`config.mk`:
```
export PLATFORM = sky130hd
export DESIGN_NAME = wb_sequencer_flat
export DESIGN_NICKNAME = d
export VERILOG_FILES = /design/src/rtl/wb_sequencer_if.sv /design/src/rtl/wb_sequencer.sv /design/src/flat_wrapper.sv
export SDC_FILE = /design/constraint.sdc
export NUM_CORES = 1
export LEC_CHECK = 0
export ABC_AREA = 1
export CAP_MARGIN = 10
export CORE_ASPECT_RATIO = 1.1
export CORE_MARGIN = 2
export CORE_UTILIZATION = 50
export CTS_BUF_LIST = sky130_fd_sc_hd__clkbuf_2
export CTS_CLUSTER_DIAMETER = 80
export DETAILED_ROUTE_END_ITERATION = 10
export PLACE_DENSITY = 0.79
export SETUP_SLACK_MARGIN = 0.1
export SYNTH_ARGS = -nofsm -noshare
export SYNTH_HDL_FRONTEND = slang
export SYNTH_SLANG_ARGS = --single-unit
```
`constraint.sdc`:
```
create_clock -name clk -period 1.95 [get_ports clk]
set_clock_uncertainty 0.05 [all_clocks]
set_input_delay 0.39 -clock clk [delete_from_list [all_inputs] [get_ports clk]]
set_output_delay 0.39 -clock clk [all_outputs]
set_load 0.01 [all_outputs]
```
`src/rtl/wb_sequencer_if.sv`:
```
// Handshake and bus signals between the control FSM and the write-back sequencer.
// The master modport is the control-unit side; the slave modport is the sequencer.
interface wb_sequencer_if;
  logic       wb_req;
  logic [3:0] wb_kind;
  logic [4:0] rd;
  logic [4:0] rt;
  logic       md_busy;
  logic [2:0] wd_sel;
  logic [4:0] wr_reg;
  logic       reg_write;
  logic       busy;
  logic       wb_done;
  logic       wb_err;

  modport master (
    output wb_req, wb_kind, rd, rt, md_busy,
    input  wd_sel, wr_reg, reg_write, busy, wb_done, wb_err
  );

  modport slave (
    input  wb_req, wb_kind, rd, rt, md_busy,
    output wd_sel, wr_reg, reg_write, busy, wb_done, wb_err
  );
endinterface

```
`src/rtl/wb_sequencer.sv`:
```
// Multicycle write-back controller: waits out the data-source latency or the
// mult/div busy handshake, then issues a one-cycle register-bank write.
module wb_sequencer #(
  parameter int MEM_LAT    = 2,
  parameter int SHIFT_LAT  = 1,
  parameter int MD_TIMEOUT = 40,
  parameter int EXC_REG    = 26
) (
  input  logic           clk,
  input  logic           reset,
  wb_sequencer_if.slave  bus
);

  localparam int MAX_ML  = (MEM_LAT > SHIFT_LAT) ? MEM_LAT : SHIFT_LAT;
  localparam int CNT_MAX = (MD_TIMEOUT > MAX_ML) ? MD_TIMEOUT : MAX_ML;
  localparam int CNT_W   = $clog2(CNT_MAX + 1);
  localparam logic [CNT_W-1:0] CNT_ONE = CNT_W'(1);

  typedef enum logic [1:0] {
    S_IDLE  = 2'd0,
    S_WAIT  = 2'd1,
    S_WRITE = 2'd2
  } state_e;

  state_e            state_q, state_d;
  logic [CNT_W-1:0]  cnt_q, cnt_d;
  logic              md_wait_q, md_wait_d;
  logic [2:0]        wd_sel_q, wd_sel_d;
  logic [4:0]        wr_reg_q, wr_reg_d;
  logic              err_q, err_d;
  logic              to_done_q, to_done_d;

  logic              dec_legal;
  logic [2:0]        dec_sel;
  logic [4:0]        dec_dest;
  logic [CNT_W-1:0]  dec_wait;
  logic              dec_md;

  // Kind decode; for mult/div kinds dec_wait holds the timeout budget.
  // NOTE: every always_comb output gets a default first so no latch is inferred.
  always_comb begin
    dec_legal = 1'b1;
    dec_sel   = 3'b001;
    dec_dest  = bus.rd;
    dec_wait  = '0;
    dec_md    = 1'b0;
    case (bus.wb_kind)
      4'd0: dec_dest = bus.rd;
      4'd1: dec_dest = bus.rt;
      4'd2: begin dec_sel = 3'b011; dec_dest = bus.rt; dec_wait = CNT_W'(MEM_LAT); end
      4'd3: begin dec_sel = 3'b100; dec_md = 1'b1; dec_wait = CNT_W'(MD_TIMEOUT); end
      4'd4: begin dec_sel = 3'b101; dec_md = 1'b1; dec_wait = CNT_W'(MD_TIMEOUT); end
      4'd5: begin dec_sel = 3'b110; dec_wait = CNT_W'(SHIFT_LAT); end
      4'd6: begin dec_sel = 3'b111; dec_dest = 5'd31; end
      4'd7: begin dec_sel = 3'b000; dec_dest = 5'(EXC_REG); end
      4'd8: begin dec_sel = 3'b010; dec_dest = bus.rt; dec_wait = CNT_W'(MEM_LAT - 1); end
      default: dec_legal = 1'b0;
    endcase
  end

  // NOTE: sequential state uses non-blocking assignments so all flops update together.
  always_ff @(posedge clk or posedge reset) begin
    if (reset) begin
      state_q   <= S_IDLE;
      cnt_q     <= '0;
      md_wait_q <= 1'b0;
      wd_sel_q  <= 3'b001;
      wr_reg_q  <= 5'd0;
      err_q     <= 1'b0;
      to_done_q <= 1'b0;
    end else begin
      state_q   <= state_d;
      cnt_q     <= cnt_d;
      md_wait_q <= md_wait_d;
      wd_sel_q  <= wd_sel_d;
      wr_reg_q  <= wr_reg_d;
      err_q     <= err_d;
      to_done_q <= to_done_d;
    end
  end

  always_comb begin
    state_d   = state_q;
    cnt_d     = cnt_q;
    md_wait_d = md_wait_q;
    wd_sel_d  = wd_sel_q;
    wr_reg_d  = wr_reg_q;
    err_d     = err_q;
    to_done_d = 1'b0;
    case (state_q)
      S_IDLE: begin
        if (bus.wb_req) begin
          if (!dec_legal) begin
            err_d = 1'b1;
          end else begin
            wd_sel_d  = dec_sel;
            wr_reg_d  = dec_dest;
            md_wait_d = dec_md;
            cnt_d     = dec_wait;
            if (dec_md ? !bus.md_busy : (dec_wait == '0)) state_d = S_WRITE;
            else                                          state_d = S_WAIT;
          end
        end
      end
      S_WAIT: begin
        if (bus.wb_req) err_d = 1'b1;
        if (md_wait_q) begin
          if (!bus.md_busy) begin
            state_d = S_WRITE;
          end else if (cnt_q <= CNT_ONE) begin
            // Timed out: report completion with an error but never write.
            state_d   = S_IDLE;
            err_d     = 1'b1;
            to_done_d = 1'b1;
          end else begin
            cnt_d = cnt_q - CNT_ONE;
          end
        end else if (cnt_q <= CNT_ONE) begin
          state_d = S_WRITE;
        end else begin
          cnt_d = cnt_q - CNT_ONE;
        end
      end
      S_WRITE: begin
        if (bus.wb_req) err_d = 1'b1;
        state_d = S_IDLE;
      end
      default: state_d = S_IDLE;
    endcase
  end

  // Writes to register 0 complete normally but never strobe the bank.
  always_comb begin
    bus.wd_sel    = wd_sel_q;
    bus.wr_reg    = wr_reg_q;
    bus.reg_write = (state_q == S_WRITE) && (wr_reg_q != 5'd0);
    bus.busy      = (state_q != S_IDLE);
    bus.wb_done   = (state_q == S_WRITE) || to_done_q;
    bus.wb_err    = err_q;
  end

endmodule

```
`src/flat_wrapper.sv`:
```
// flat-port wrapper written by rule: the top's interface ports become plain ports
module wb_sequencer_flat 
#(
  parameter int MEM_LAT    = 2,
  parameter int SHIFT_LAT  = 1,
  parameter int MD_TIMEOUT = 40,
  parameter int EXC_REG    = 26
)
  (clk, reset, bus_wb_req, bus_wb_kind, bus_rd, bus_rt, bus_md_busy, bus_wd_sel, bus_wr_reg, bus_reg_write, bus_busy, bus_wb_done, bus_wb_err);
  wb_sequencer_if bus_i ();
  input  logic clk;
  input  logic reset;
  input wire logic [$bits(bus_i.wb_req)-1:0] bus_wb_req;
  input wire logic [$bits(bus_i.wb_kind)-1:0] bus_wb_kind;
  input wire logic [$bits(bus_i.rd)-1:0] bus_rd;
  input wire logic [$bits(bus_i.rt)-1:0] bus_rt;
  input wire logic [$bits(bus_i.md_busy)-1:0] bus_md_busy;
  output wire logic [$bits(bus_i.wd_sel)-1:0] bus_wd_sel;
  output wire logic [$bits(bus_i.wr_reg)-1:0] bus_wr_reg;
  output wire logic [$bits(bus_i.reg_write)-1:0] bus_reg_write;
  output wire logic [$bits(bus_i.busy)-1:0] bus_busy;
  output wire logic [$bits(bus_i.wb_done)-1:0] bus_wb_done;
  output wire logic [$bits(bus_i.wb_err)-1:0] bus_wb_err;
  assign bus_i.wb_req = bus_wb_req;
  assign bus_i.wb_kind = bus_wb_kind;
  assign bus_i.rd = bus_rd;
  assign bus_i.rt = bus_rt;
  assign bus_i.md_busy = bus_md_busy;
  assign bus_wd_sel = bus_i.wd_sel;
  assign bus_wr_reg = bus_i.wr_reg;
  assign bus_reg_write = bus_i.reg_write;
  assign bus_busy = bus_i.busy;
  assign bus_wb_done = bus_i.wb_done;
  assign bus_wb_err = bus_i.wb_err;
  wb_sequencer #(.MEM_LAT(MEM_LAT), .SHIFT_LAT(SHIFT_LAT), .MD_TIMEOUT(MD_TIMEOUT), .EXC_REG(EXC_REG)) u_core (.clk(clk), .reset(reset), .bus(bus_i));
endmodule
```
Word level (Yosys, flattened, before mapping)
Cells that the tools add are included.
{"block": "classes", "n_addsub": 1, "n_lt_le_gt_ge": 1, "n_eq_ne": 16, "muxes": 31, "n_reduce_logical": 18}
{"cell": "6-bit 2-to-1 mux", "n": 5}
{"cell": "3-bit one-hot mux with 7 select lines", "n": 1}
{"cell": "6-bit one-hot mux with 3 select lines", "n": 1}
{"cell": "4-bit by 3-bit == test with 1-bit output (second input constant)", "n": 4}
{"cell": "5-bit one-hot mux with 3 select lines", "n": 1}
{"cell": "2-bit 2-to-1 mux", "n": 7}
{"cell": "1-bit 2-to-1 mux", "n": 13}
{"cell": "6-bit one-hot mux with 2 select lines", "n": 1}
{"cell": "9-bit OR reduction", "n": 1}
{"cell": "4-bit by 2-bit == test with 1-bit output (second input constant)", "n": 2}
{"cell": "4-bit AND reduction", "n": 2}
{"cell": "6-bit by 1-bit <= comparator with 1-bit output (second input constant)", "n": 1}
{"cell": "6-bit logical NOT", "n": 1}
{"cell": "3-bit AND reduction", "n": 2}
{"cell": "6-bit by 1-bit subtractor with 6-bit output (second input constant)", "n": 1}
{"cell": "5-bit nonzero test", "n": 1}
{"cell": "4-bit by 1-bit == test with 1-bit output (second input constant)", "n": 1}
{"cell": "4-bit == test (second input constant)", "n": 1}
{"cell": "4-bit logical NOT", "n": 1}
{"cell": "2-bit != test (second input constant)", "n": 2}
{"cell": "2-bit one-hot mux with 2 select lines", "n": 1}
{"cell": "2-bit nonzero test", "n": 2}
{"cell": "2-bit OR reduction", "n": 2}
{"cell": "3-bit by 1-bit != test with 1-bit output (second input constant)", "n": 1}
{"cell": "12 further kinds", "n": 12}
{"block": "word_totals", "register_bits": 19, "input_bits": 18, "out_inout_bits": 12, "elab_cells": 74}

Depth between registers and ports, before layout
Gate-level depths: netlist (run 1).
{"block": "depth", "word_depth": 9, "ltp_mapped": 11, "mapped_depth_nobuf": 11}

Least setup slack after synthesis (run 1)
Ideal clock, no wire load.
{"block": "synth_timing", "kind": "reg-to-reg", "from": "reg u_core.state_q[1]", "to": "reg u_core.cnt_q[1]", "setup_time_ns": 0.074, "arrival_time_ns": 1.348, "required_ns": 1.826, "setup_slack_ns": 0.479, "stages_incl_launch_ff": 11, "n_path_buf": 0, "synth_period_minus_slack_ns": 1.471, "path_cell_list": "dfrtp_1 > inv_1 > ha_1 > inv_2 > a21oi_2 > nand2_2 > nand2_4 > nand2_4 > inv_4 > nand2_1 > o21ai_2"}
{"block": "synth_via", "elab_chain_len": 3, "elab_cells_between_ends": 8, "classes_between": "4 x eq/ne; 1 x mux; 3 x reduce/logical"}
{"element": "start, declared", "line": "wb_sequencer.sv:25", "rtl": "state_e state_q, state_d;"}
{"element": "start signal, assigned", "line": "wb_sequencer.sv:72", "rtl": "state_q <= state_d;"}
{"element": "2-bit by 1-bit == test with 1-bit output or 2-bit logical NOT (tied branches)", "line": "wb_sequencer.sv:90", "rtl": "case (state_q)"}
{"element": "3-bit != test (no source line), or another cell as far along"}
{"element": "4-bit AND reduction (no source line)"}
{"element": "end signal, assigned", "line": "wb_sequencer.sv:73", "rtl": "cnt_q <= cnt_d;"}
{"element": "end, declared", "line": "wb_sequencer.sv:26", "rtl": "logic [CNT_W-1:0] cnt_q, cnt_d;"}
Several ways; a longest one is shown, not always the timed one.
A chain may end at the register's enable or synchronous reset.

Worst setup path in the final report (run 1)
{"block": "layout_timing", "from": "reg u_core.wr_reg_q[1] (netlist: u_core.bus.wr_reg[1])", "to": "out bus_reg_write"}
{"block": "layout_via", "elab_chain_len": 2}
{"element": "start, declared", "line": "wb_sequencer.sv:29", "rtl": "logic [4:0] wr_reg_q, wr_reg_d;"}
{"element": "start signal, assigned", "line": "wb_sequencer.sv:76", "rtl": "wr_reg_q <= wr_reg_d;"}
{"element": "5-bit nonzero test", "line": "wb_sequencer.sv:136", "rtl": "bus.reg_write = (state_q == S_WRITE) && (wr_reg_q != 5'd0);"}
{"element": "1-bit logical AND", "line": "wb_sequencer.sv:136"}
{"element": "end, declared", "line": "flat_wrapper.sv:20", "rtl": "output wire logic [$bits(bus_i.reg_write)-1:0] bus_reg_write;"}
Every way passes these cells.

==> metrics.txt, run 1 <==
first-pass GRT wire length around 5.4 mm; Syn Nets 218; Unique masters post-synth 29; Setup crit start kind flip-flop; adder-cell area share of the yosys netlist 5.618%; FILL cells 211; Synth Area in Compound Gates 6.461%; post-synthesis simple-gate area fraction a little over two fifths; via count 1324; setup violators final 0; nets 260; headroom to the max-slew limit 83.49%; H-tree Lvls 1; Net Sw Frac between 40% and 50%; FF+latch count, synth 19; GRT Total Usage 23.59%; Slew Limit Fails 0; slowest library cell on the worst path dfrtp_1; max-cap violations 0; post-synthesis mux area share 0%; fraction of registers with async set/reset 100.0%; worst hold path type in2async; Longest Clk Path Bufs 2; top cells by count, synth 57 x nand2_1, 34 x nor2_1, 22 x inv_1, 18 x dfrtp_1, 15 x nand3_1; Pint ~0.0012 W; Post-synth top flop dfrtp_1; clk_lat worst skew 0.32 ns; Starting Density 53.03%; Worst path max stage delay 0.42 ns; Place WS 0.01424 ns; critical path class reg2out; number of global-route vias before repair 1261; number of flops mapped to enable cells by yosys 0; Synth Instances a little under 200; fmax 547.0 MHz; final WL 3.014 mm; grt ovf 0; core area 2520 um2; largest cells by area after synthesis dfrtp_1 34%, nand2_1 16%, nor2_1 9.6%; Syn Std Cell Area 1336 um2; TritonCTS clock tree done; Antenna Cells 0; WP data required ~1.5 ns; Period minus WS final 1.828 ns; yosys warns 0; maximum VDD drop around 0.76 mV; chip width 53.29 um; largest net degree at the start of global routing 20; clk slew on worst S/H paths 0.19 ns; Tcrit/Tclk final between 90% and 100%; area of the multi-input gates 789.5 um2; kind of end point of the critical path primary output; Die Ht 58.22 um; DR pass1 iterations 4; hold_buf cts 0; worst reg2reg setup slack around 0.29 ns; IO Count 30; most frequent cell after synthesis nand2_1; cell family with the largest share of critical-path delay flip-flops; CTS root buf clkbuf_2; Max FO, Critical Path 2; largest family of logic cells by synthesized area simple AND/OR/NAND/NOR gates; Num CTS Buffers 3; fin cells 266; post-synth top area share 33.71%; Lkg Pwr 0.9313 nW; area leader, netlist dfrtp_1; Largest register FFs 6; cells along the critical path or2_4, o41ai_2, inv_1, buf_2; final hold viol count 0; Wirelength per Cell 11.33 um; row cnt 19; WP buf/inv 2; die area 3103 um2; Power Dens Cells 1250 nW/um2; Final Util a little over two thirds; status finished, final reports clean; drt drc 0; PortBufs 29; setup tns final 0 ns; register area about 480 um2; sequential fraction of the synthesis area 35.67%; combinational fraction of design power 60.4%; DRT antenna net count 0; Via density 4.977; Placer Congestion approximately 0.9; Mean Syn Cell Area 6.888 um2; sequential power share 31.8%; initial antenna violation count 0; Switch Pwr between 0.0009 and 0.001 W; CP arrival 1.39 ns; Area Overhead vs Synth 33.05%; Clk pwr share 7.8%; RSZ-0062 raised after global routing yes; 1st-iter DRT viols 26; layout cells sized above 1 17.87%; Worst Tran Pin Value 0.2469 ns; Inst Count DP 258; worst setup margin 0.1220 ns; HPWL after DPL around 2.4 mm; CTS Sinks 19; XOR/XNOR Fraction of Synth Area 1.966%
==> worst paths after layout <==
| check | startpoint | endpoint | cells past startpoint |
|---|---|---|---|
| setup reg to reg | u_core.cnt_q[0] | u_core.cnt_q[1] | 11 |
| hold / removal | reset | u_core.cnt_q[4] | 3 |
| max in group asynchronous | reset | u_core.bus.wd_sel[0] | 3 |
| min in group clk | u_core.bus.wd_sel[2] | u_core.bus.wd_sel[2] | 2 |
| setup / recovery | u_core.bus.wr_reg[1] | bus_reg_write | 4 |
| hold reg to reg | u_core.bus.wd_sel[2] | u_core.bus.wd_sel[2] | 2 |
==> cell type report <==
cell class              count  area share, %
flip-flops and latches     19          26.81
inverters                  25          5.700
clock inverters             1         0.2815
well taps                  31          2.182
multi-input cells         149          44.41
repair buffers             38          19.77
clock buffers               3         0.8445
==> logic make-up after synthesis <==
group	Yosys count
buffers and inverters	26
and+or+nand+nor	126
adders and majority gates	6
AOI/OAI and AO/OA	14
xor gates and xnor gates	3
DFF	19
==> tightest hold or removal path, cell delays in order <==
cell             delay [ns]
clkdlybuf4s50_1        0.40
inv_1                  0.05
buf_4                  0.25
==> stage by stage <==
stage	hold WS, ns	total power (W)	instance area, um2
floorplan	0.2904	0.001467	1336
global placement	0.4260	0.001905	1692
detailed placement	0.4320	0.001968	1692
CTS	0.3235	0.002163	1737
global route	0.3210	0.002426	1778
finish	0.3057	0.002223	1778
==> cells in the final DEF, fill, tap and decap left out <==
cell / Yosys / routed
nor2_4: 1 / 1
a21oi_1: 3 / 3
or2_4: 0 / 2
inv_4: 1 / 3
o41ai_2: 0 / 1
nand4_1: 3 / 3
ha_1: 6 / 4
o21ai_0: 4 / 4
nor3_1: 1 / 1
nand3_1: 15 / 15
nand3_2: 1 / 1
a21oi_2: 1 / 1
inv_2: 2 / 2
or2_1: 2 / 2
dlygate4sd2_1: 0 / 1
clkbuf_2: 0 / 3
dfstp_2: 1 / 1
nand2_2: 6 / 6
o21ai_2: 1 / 1
nor2_1: 34 / 34
o31ai_1: 1 / 1
dfrtp_1: 18 / 18
xnor2_1: 1 / 1
xor2_1: 2 / 2
dlymetal6s2s_1: 0 / 1
buf_4: 0 / 9
inv_1: 22 / 20
o21ai_1: 1 / 1
clkdlybuf4s50_1: 0 / 23
buf_6: 1 / 2
ha_4: 0 / 2
nand2_1: 57 / 57
nor2_2: 1 / 1
clkinv_2: 0 / 1
a31oi_1: 2 / 2
nand2_4: 3 / 3
buf_2: 0 / 2
==> power by group through the flow <==
| stage | clock network (W) | registers [W] | logic (W) |
|---|---|---|---|
| after floorplan | 0 | 0.000726 | 0.000741 |
| after global placement | 0 | 0.000699 | 0.00121 |
| after detailed placement | 0 | 0.000709 | 0.00126 |
| after CTS | 0.000174 | 0.000699 | 0.00129 |
| after global routing | 0.000193 | 0.000734 | 0.00150 |
| final | 0.000174 | 0.000707 | 0.00134 |
==> layer usage <==
| layer | routed length [um] | GRT usage [%] |
|---|---|---|
| met5 | 0 | 0 |
| met4 | 76 | 13.55 |
| met3 | 135 | 2.062 |
| met2 | 1523 | 38.98 |
| met1 | 1277 | 29.56 |
==> repair_timing <==
action	in CTS	in global routing
pin swaps	0	0
hold endpoints to repair	0	0
endpoints found under the setup margin	4	7
gates cloned	0	0
resized for setup	15	13
setup buffers	3	1
Note: power is estimated with default switching activity, not from simulation.
==> run 2, diff against run 1 <==
--- a/constraint.sdc
+++ b/constraint.sdc
@@ -4,2 +4,2 @@
 set_output_delay 0.39 -clock clk [all_outputs]
-set_load 0.01 [all_outputs]
+set_load 0.1 [all_outputs]
==> metrics.txt, run 2 (same netlist as run 1, synthesis figures left out) <==
kind of end point of the critical path primary output (unchanged); 1st-iter DRT viols 33 (was 26); GRT Total Usage 24.56% (was 23.59%); Net Sw Frac 54.89% (was 44.18%); most common cell after layout, fill and taps aside nand2_1 (unchanged); Max FO, Critical Path 2 (unchanged); Via density 5.238 (was 4.977); Switch Pwr 0.001925 W (was 0.0009823 W); sequential power share 22.1% (was 31.8%); Num CTS Buffers 3 (unchanged); Clk pwr share 5.2% (was 7.8%); worst hold margin 0.2921 ns (was 0.3057 ns); drt drc 0 (unchanged); first-pass GRT wire length 5.644 mm (was 5.361 mm); combinational fraction of design power 72.6% (was 60.4%); Lkg Pwr 0.9823 nW (was 0.9313 nW); layout cells sized above 1 23.50% (was 17.87%); Inst Count DP 256 (was 258); hold_buf cts 0 (unchanged); number of global-route vias before repair 1431 (was 1261); status complete, but fails checks (was finished, final reports clean); Area Overhead vs Synth 43.91% (was 33.05%); Wirelength per Cell 12.93 um (was 11.33 um); H-tree Lvls 1 (unchanged); Setup crit start kind flip-flop (unchanged); nets 259 (was 260); Final Util 76.32% (was 70.56%); Power Dens Cells 1823 nW/um2 (was 1250 nW/um2); CTS Sinks 19 (unchanged); CP arrival 1.63 ns (was 1.39 ns); WP data required 1.51 ns (about the same); Starting Density 53.03% (unchanged); chip width 53.29 um (unchanged); Tcrit/Tclk final 106.1% (was 93.75%); Slew Limit Fails 0 (unchanged); largest net degree at the start of global routing 20 (unchanged); DRT antenna net count 0 (unchanged); HPWL after DPL 2.627 mm (was 2.418 mm); setup violators final 1 (was 0); PortBufs 29 (unchanged); final hold viol count 0 (unchanged); final WL 3.427 mm (was 3.014 mm); fin cells 265 (was 266); setup tns final -0.1192 ns (was 0 ns); grt ovf 0 (unchanged); clk slew on worst S/H paths 0.19 ns (about the same); row cnt 19 (unchanged); core area 2520 um2 (unchanged); worst setup margin -0.1192 ns (was 0.1220 ns); Longest Clk Path Bufs 2 (unchanged); max-cap violations 0 (unchanged); headroom to the max-slew limit 82.35% (was 83.49%); worst hold path type in2async (unchanged); Antenna Cells 0 (unchanged); die area 3103 um2 (unchanged); maximum VDD drop 1.515 mV (was 0.7637 mV); clk_lat worst skew 0.33 ns (was 0.32 ns); Period minus WS final 2.069 ns (was 1.828 ns); DR pass1 iterations 4 (unchanged); fmax 483.3 MHz (was 547.0 MHz); Placer Congestion 0.9324 (was 0.8808); TritonCTS clock tree done (unchanged); IO Count 30 (unchanged); Die Ht 58.22 um (unchanged); via count 1388 (was 1324); critical path class reg2out (unchanged); CTS root buf clkbuf_2 (unchanged); Largest register FFs 6 (unchanged); failing checks negative setup slack; most frequent cells in the layout 57 x nand2_1, 34 x nor2_1, 19 x inv_1 (was 57 x nand2_1, 34 x nor2_1, 23 x clkdlybuf4s50_1); FILL cells 191 (was 211); initial antenna violation count 0 (unchanged); Pwr Total 0.003506 W (was 0.002223 W); RSZ-0062 raised after global routing yes (unchanged); Pint 0.001582 W (was 0.001241 W); Worst Tran Pin Value 0.2639 ns (was 0.2469 ns)
-- run 2: changes by cell type in the layout (fill, tap and decap cells not counted), sizes merged --
cell           delta
buf               +7
clkbuf            +1
dlygate4sd2       -1
dlymetal6s2s      -1
bufinv            +1
clkdlybuf4s50     -6
clkinv            -1
inv               -1
-- run 2: power by group through the flow --
| stage | clock network (W) | registers [W] | logic, W |
|---|---|---|---|
| 2_1_floorplan | 0 | 0.00138 | 0.000988 |
| 3_3_place_gp | 0 | 0.000778 | 0.00235 |
| 3_5_place_dp | 0 | 0.000790 | 0.00240 |
| 4_1_cts | 0.000183 | 0.000774 | 0.00248 |
| 5_1_grt | 0.000198 | 0.000793 | 0.00269 |
| 6_report | 0.000183 | 0.000776 | 0.00255 |
-- run 2: cell type report --
type / instances / area, um2 / area share [%]
clock buffer: 4 / 20.02 / 1.041
inverter: 25 / 110.1 / 5.725
multi-input combinational: 149 / 798.3 / 41.51
sequential: 19 / 485.5 / 25.24
tap: 31 / 38.79 / 2.017
timing repair buffer: 37 / 470.5 / 24.46
-- run 2: critical path, cell delays in order (launching register included) --
cell,delay (ns)
dfrtp_4,0.51
or2_4,0.23
o41ai_2,0.19
bufinv_8,0.23
buf_12,0.15
-- run 2: path summary, 6_finish.rpt --
kind	endpoint	start	cells past startpoint	slack, ns
max in group asynchronous	u_core.bus.wd_sel[0]	reset	3	1.30
worst max-delay path	bus_reg_write	u_core.bus.wr_reg[1]	4	-0.12
worst max register to register	u_core.cnt_q[5]	u_core.state_q[0]	11	0.18
worst min register to register	u_core.bus.wd_sel[0]	u_core.bus.wd_sel[0]	2	0.50
worst min-delay path	u_core.state_q[1]	reset	3	0.29
min in group clk	u_core.bus.wd_sel[0]	u_core.bus.wd_sel[0]	2	0.50
-- run 2: repair_timing --
item,in CTS,in global routing
gates resized for setup,6,3
setup endpoints to repair,3,3
setup buffers,3,2
pin swaps,4,2
-- run 2: per-layer routing --
layer	up-vias	global-route usage [%]	routed length [um]
met5	-	0	0
met4	0	13.92	97
met3	9	1.031	118
met2	42	46.74	1836
met1	650	25.86	1374
li1	687	-	-
-- run 2: stage by stage --
stage / worst slack (ns) / instance area, um2
6_report: -0.1192 / 1923
5_1_grt: -0.1707 / 1923
4_1_cts: -0.2014 / 1889
3_5_place_dp: 0.02560 / 1827
3_3_place_gp: 0.1208 / 1827
2_1_floorplan: 0.1037 / 1366
==> run 3, diff against run 2 <==
CORE_UTILIZATION = 52   (was 50)
PLACE_DENSITY = 0.82   (was 0.79)
==> metrics.txt, run 3 (same netlist as run 1, synthesis figures left out) <==
Wirelength per Cell 13.15 um (was 12.93 um); maximum VDD drop 1.637 mV (was 1.515 mV); WL met2 1.782 mm (was 1.836 mm); Switch Pwr 0.001922 W (was 0.001925 W); Worst Tran Pin Value 0.3241 ns (was 0.2639 ns); HPWL after DPL 2.662 mm (was 2.627 mm); Pint 0.001551 W (was 0.001582 W); Setup crit start kind flip-flop (unchanged); met1 WL 1.369 mm (was 1.374 mm); Area Overhead vs Synth 42.51% (was 43.91%); clk_lat worst skew 0.30 ns (was 0.33 ns); Antenna Cells 0 (unchanged); first-pass GRT wire length 5.609 mm (was 5.644 mm); clk slew on worst S/H paths 0.18 ns (was 0.19 ns); Clk pwr share 4.9% (was 5.2%); final hold viol count 0 (unchanged); IO Count 30 (unchanged); worst hold path type in2async (unchanged); most common cell after layout, fill and taps aside nand2_1 (unchanged); CTS Sinks 19 (unchanged); hold_buf cts 0 (unchanged); layout cells sized above 1 22.51% (was 23.50%); Largest register FFs 6 (unchanged); cells along the critical path or2_4, o41ai_4, bufinv_8, buf_12 (was or2_4, o41ai_2, bufinv_8, buf_12); most frequent cells in the layout 57 x nand2_1, 34 x nor2_1, 20 x inv_1 (was 57 x nand2_1, 34 x nor2_1, 19 x inv_1); Max FO, Critical Path 2 (unchanged); slowest library cell on the worst path dfrtp_4 (unchanged); FF-to-FF path depth 11 (unchanged); Via density 5.336 (was 5.238); Num CTS Buffers 3 (unchanged); Placer Congestion 0.8171 (was 0.9324); failing checks negative setup slack (unchanged); reg2reg start u_core.cnt_q[0] (was u_core.state_q[0]); Period minus WS final 2.070 ns (was 2.069 ns); worst hold margin 0.2641 ns (was 0.2921 ns); fin cells 262 (was 265); Cell Area, Placed 1827 um2 (unchanged); PortBufs 29 (unchanged); core area 2472 um2 (was 2520 um2); via count 1398 (was 1388); max-cap violations 0 (unchanged); status complete, but fails checks (unchanged); CP arrival 1.63 ns (about the same); kind of end point of the critical path primary output (unchanged); DR top layer met4 (unchanged); Lkg Pwr 0.9741 nW (was 0.9823 nW); number of global-route vias before repair 1330 (was 1431); Tcrit/Tclk final 106.1% (about the same); final instance area 1904 um2 (was 1923 um2); sequential power share 22.9% (was 22.1%); DRT antenna net count 0 (unchanged); Power Dens Cells 1823 nW/um2 (about the same); H-tree Lvls 1 (unchanged); Net Sw Frac 55.34% (was 54.89%); nets 256 (was 259); WP data required 1.51 ns (about the same); row cnt 19 (unchanged); drt drc 0 (unchanged); TritonCTS clock tree done (unchanged); 1st-iter DRT viols 42 (was 33); RR Endpoint u_core.cnt_q[3] (was u_core.cnt_q[5]); critical path class reg2out (unchanged); Die Ht 57.17 um (was 58.22 um); die area 2992 um2 (was 3103 um2); initial antenna violation count 0 (unchanged); routed wl met3 200 um (was 118 um); Starting Density 54.05% (was 53.03%); grt ovf 0 (unchanged); CTS root buf clkbuf_2 (unchanged); largest net degree at the start of global routing 13 (was 20); RSZ-0062 raised after global routing yes (unchanged); DR pass1 iterations 7 (was 4); Inst Count DP 256 (unchanged); setup violators final 1 (unchanged); Worst path max stage delay 0.51 ns (about the same); combinational fraction of design power 72.2% (was 72.6%); worst reg2reg setup slack 0.25 ns (was 0.18 ns); Slew Limit Fails 0 (unchanged); chip width 52.34 um (was 53.29 um); Longest Clk Path Bufs 2 (unchanged); headroom to the max-slew limit 78.37% (was 82.35%); final WL 3.446 mm (was 3.427 mm); fmax 483.2 MHz (was 483.3 MHz); GRT Total Usage 24.45% (was 24.56%); worst setup margin -0.1196 ns (was -0.1192 ns)
## run 3: layout make-up
cell class	count	area, um2
Sequential cell	19	486.7
Inverter	25	110.1
Timing Repair Buffer	34	447.9
Tap cell	31	38.79
Multi-Input combinational cell	149	800.8
Clock inverter	1	5.005
Clock buffer	3	15.01
Fill cell	178	568.0
## run 3: repair_timing
| action | in CTS | in global routing |
|---|---|---|
| setup endpoints to repair | 3 | 3 |
| gates resized for setup | 7 | 2 |
| pin swaps | 3 | 2 |
| buffers inserted | 1 | 1 |
## run 3: worst max-delay path: cells and delay by family, from the launching register on
kind / cells / cell delay (ns)
compound gates: 1 / 0.20
buf+inv: 2 / 0.38
simple gates: 1 / 0.24
flops: 1 / 0.51
## run 3: through the flow
stage          setup TNS (ns)  power, W  worst slack [ns]  util (%)
2_1_floorplan               0  0.002367            0.1037         -
3_3_place_gp                0  0.003125           0.06963     73.89
3_5_place_dp        -0.001848  0.003191         -0.001848     73.89
4_1_cts               -0.2253  0.003429           -0.2253     76.27
5_1_grt               -0.1839  0.003638           -0.1839     77.02
6_report              -0.1196  0.003472           -0.1196     77.02
## run 3: routing by layer
| layer | track usage [%] | up-vias |
|---|---|---|
| li1 | - | 680 |
| met1 | 31.08 | 645 |
| met2 | 42.32 | 61 |
| met3 | 3.141 | 12 |
| met4 | 8.059 | 0 |
| met5 | 0 | - |
## run 3: worst max path at each step
stage	startpoint	to	slack (ns)	depth (start not counted)
after floorplan	u_core.bus.wr_reg[1]	bus_reg_write	0.10	3
after global placement	bus_wb_kind[0]	u_core.bus.wr_reg[4]	0.07	9
after detailed placement	bus_wb_kind[0]	u_core.bus.wr_reg[4]	-0.002	9
after CTS	u_core.bus.wr_reg[1]	bus_reg_write	-0.23	4
after global routing	u_core.bus.wr_reg[1]	bus_reg_write	-0.18	4
final	u_core.bus.wr_reg[1]	bus_reg_write	-0.12	4
## run 3: power by group through the flow
stage | Clock [W] | Combinational [W] | Sequential [W]
after floorplan | 0 | 0.000988 | 0.00138
after global placement | 0 | 0.00235 | 0.000779
after detailed placement | 0 | 0.00240 | 0.000791
after CTS | 0.000167 | 0.00247 | 0.000790
after global routing | 0.000187 | 0.00264 | 0.000812
final | 0.000170 | 0.00251 | 0.000794
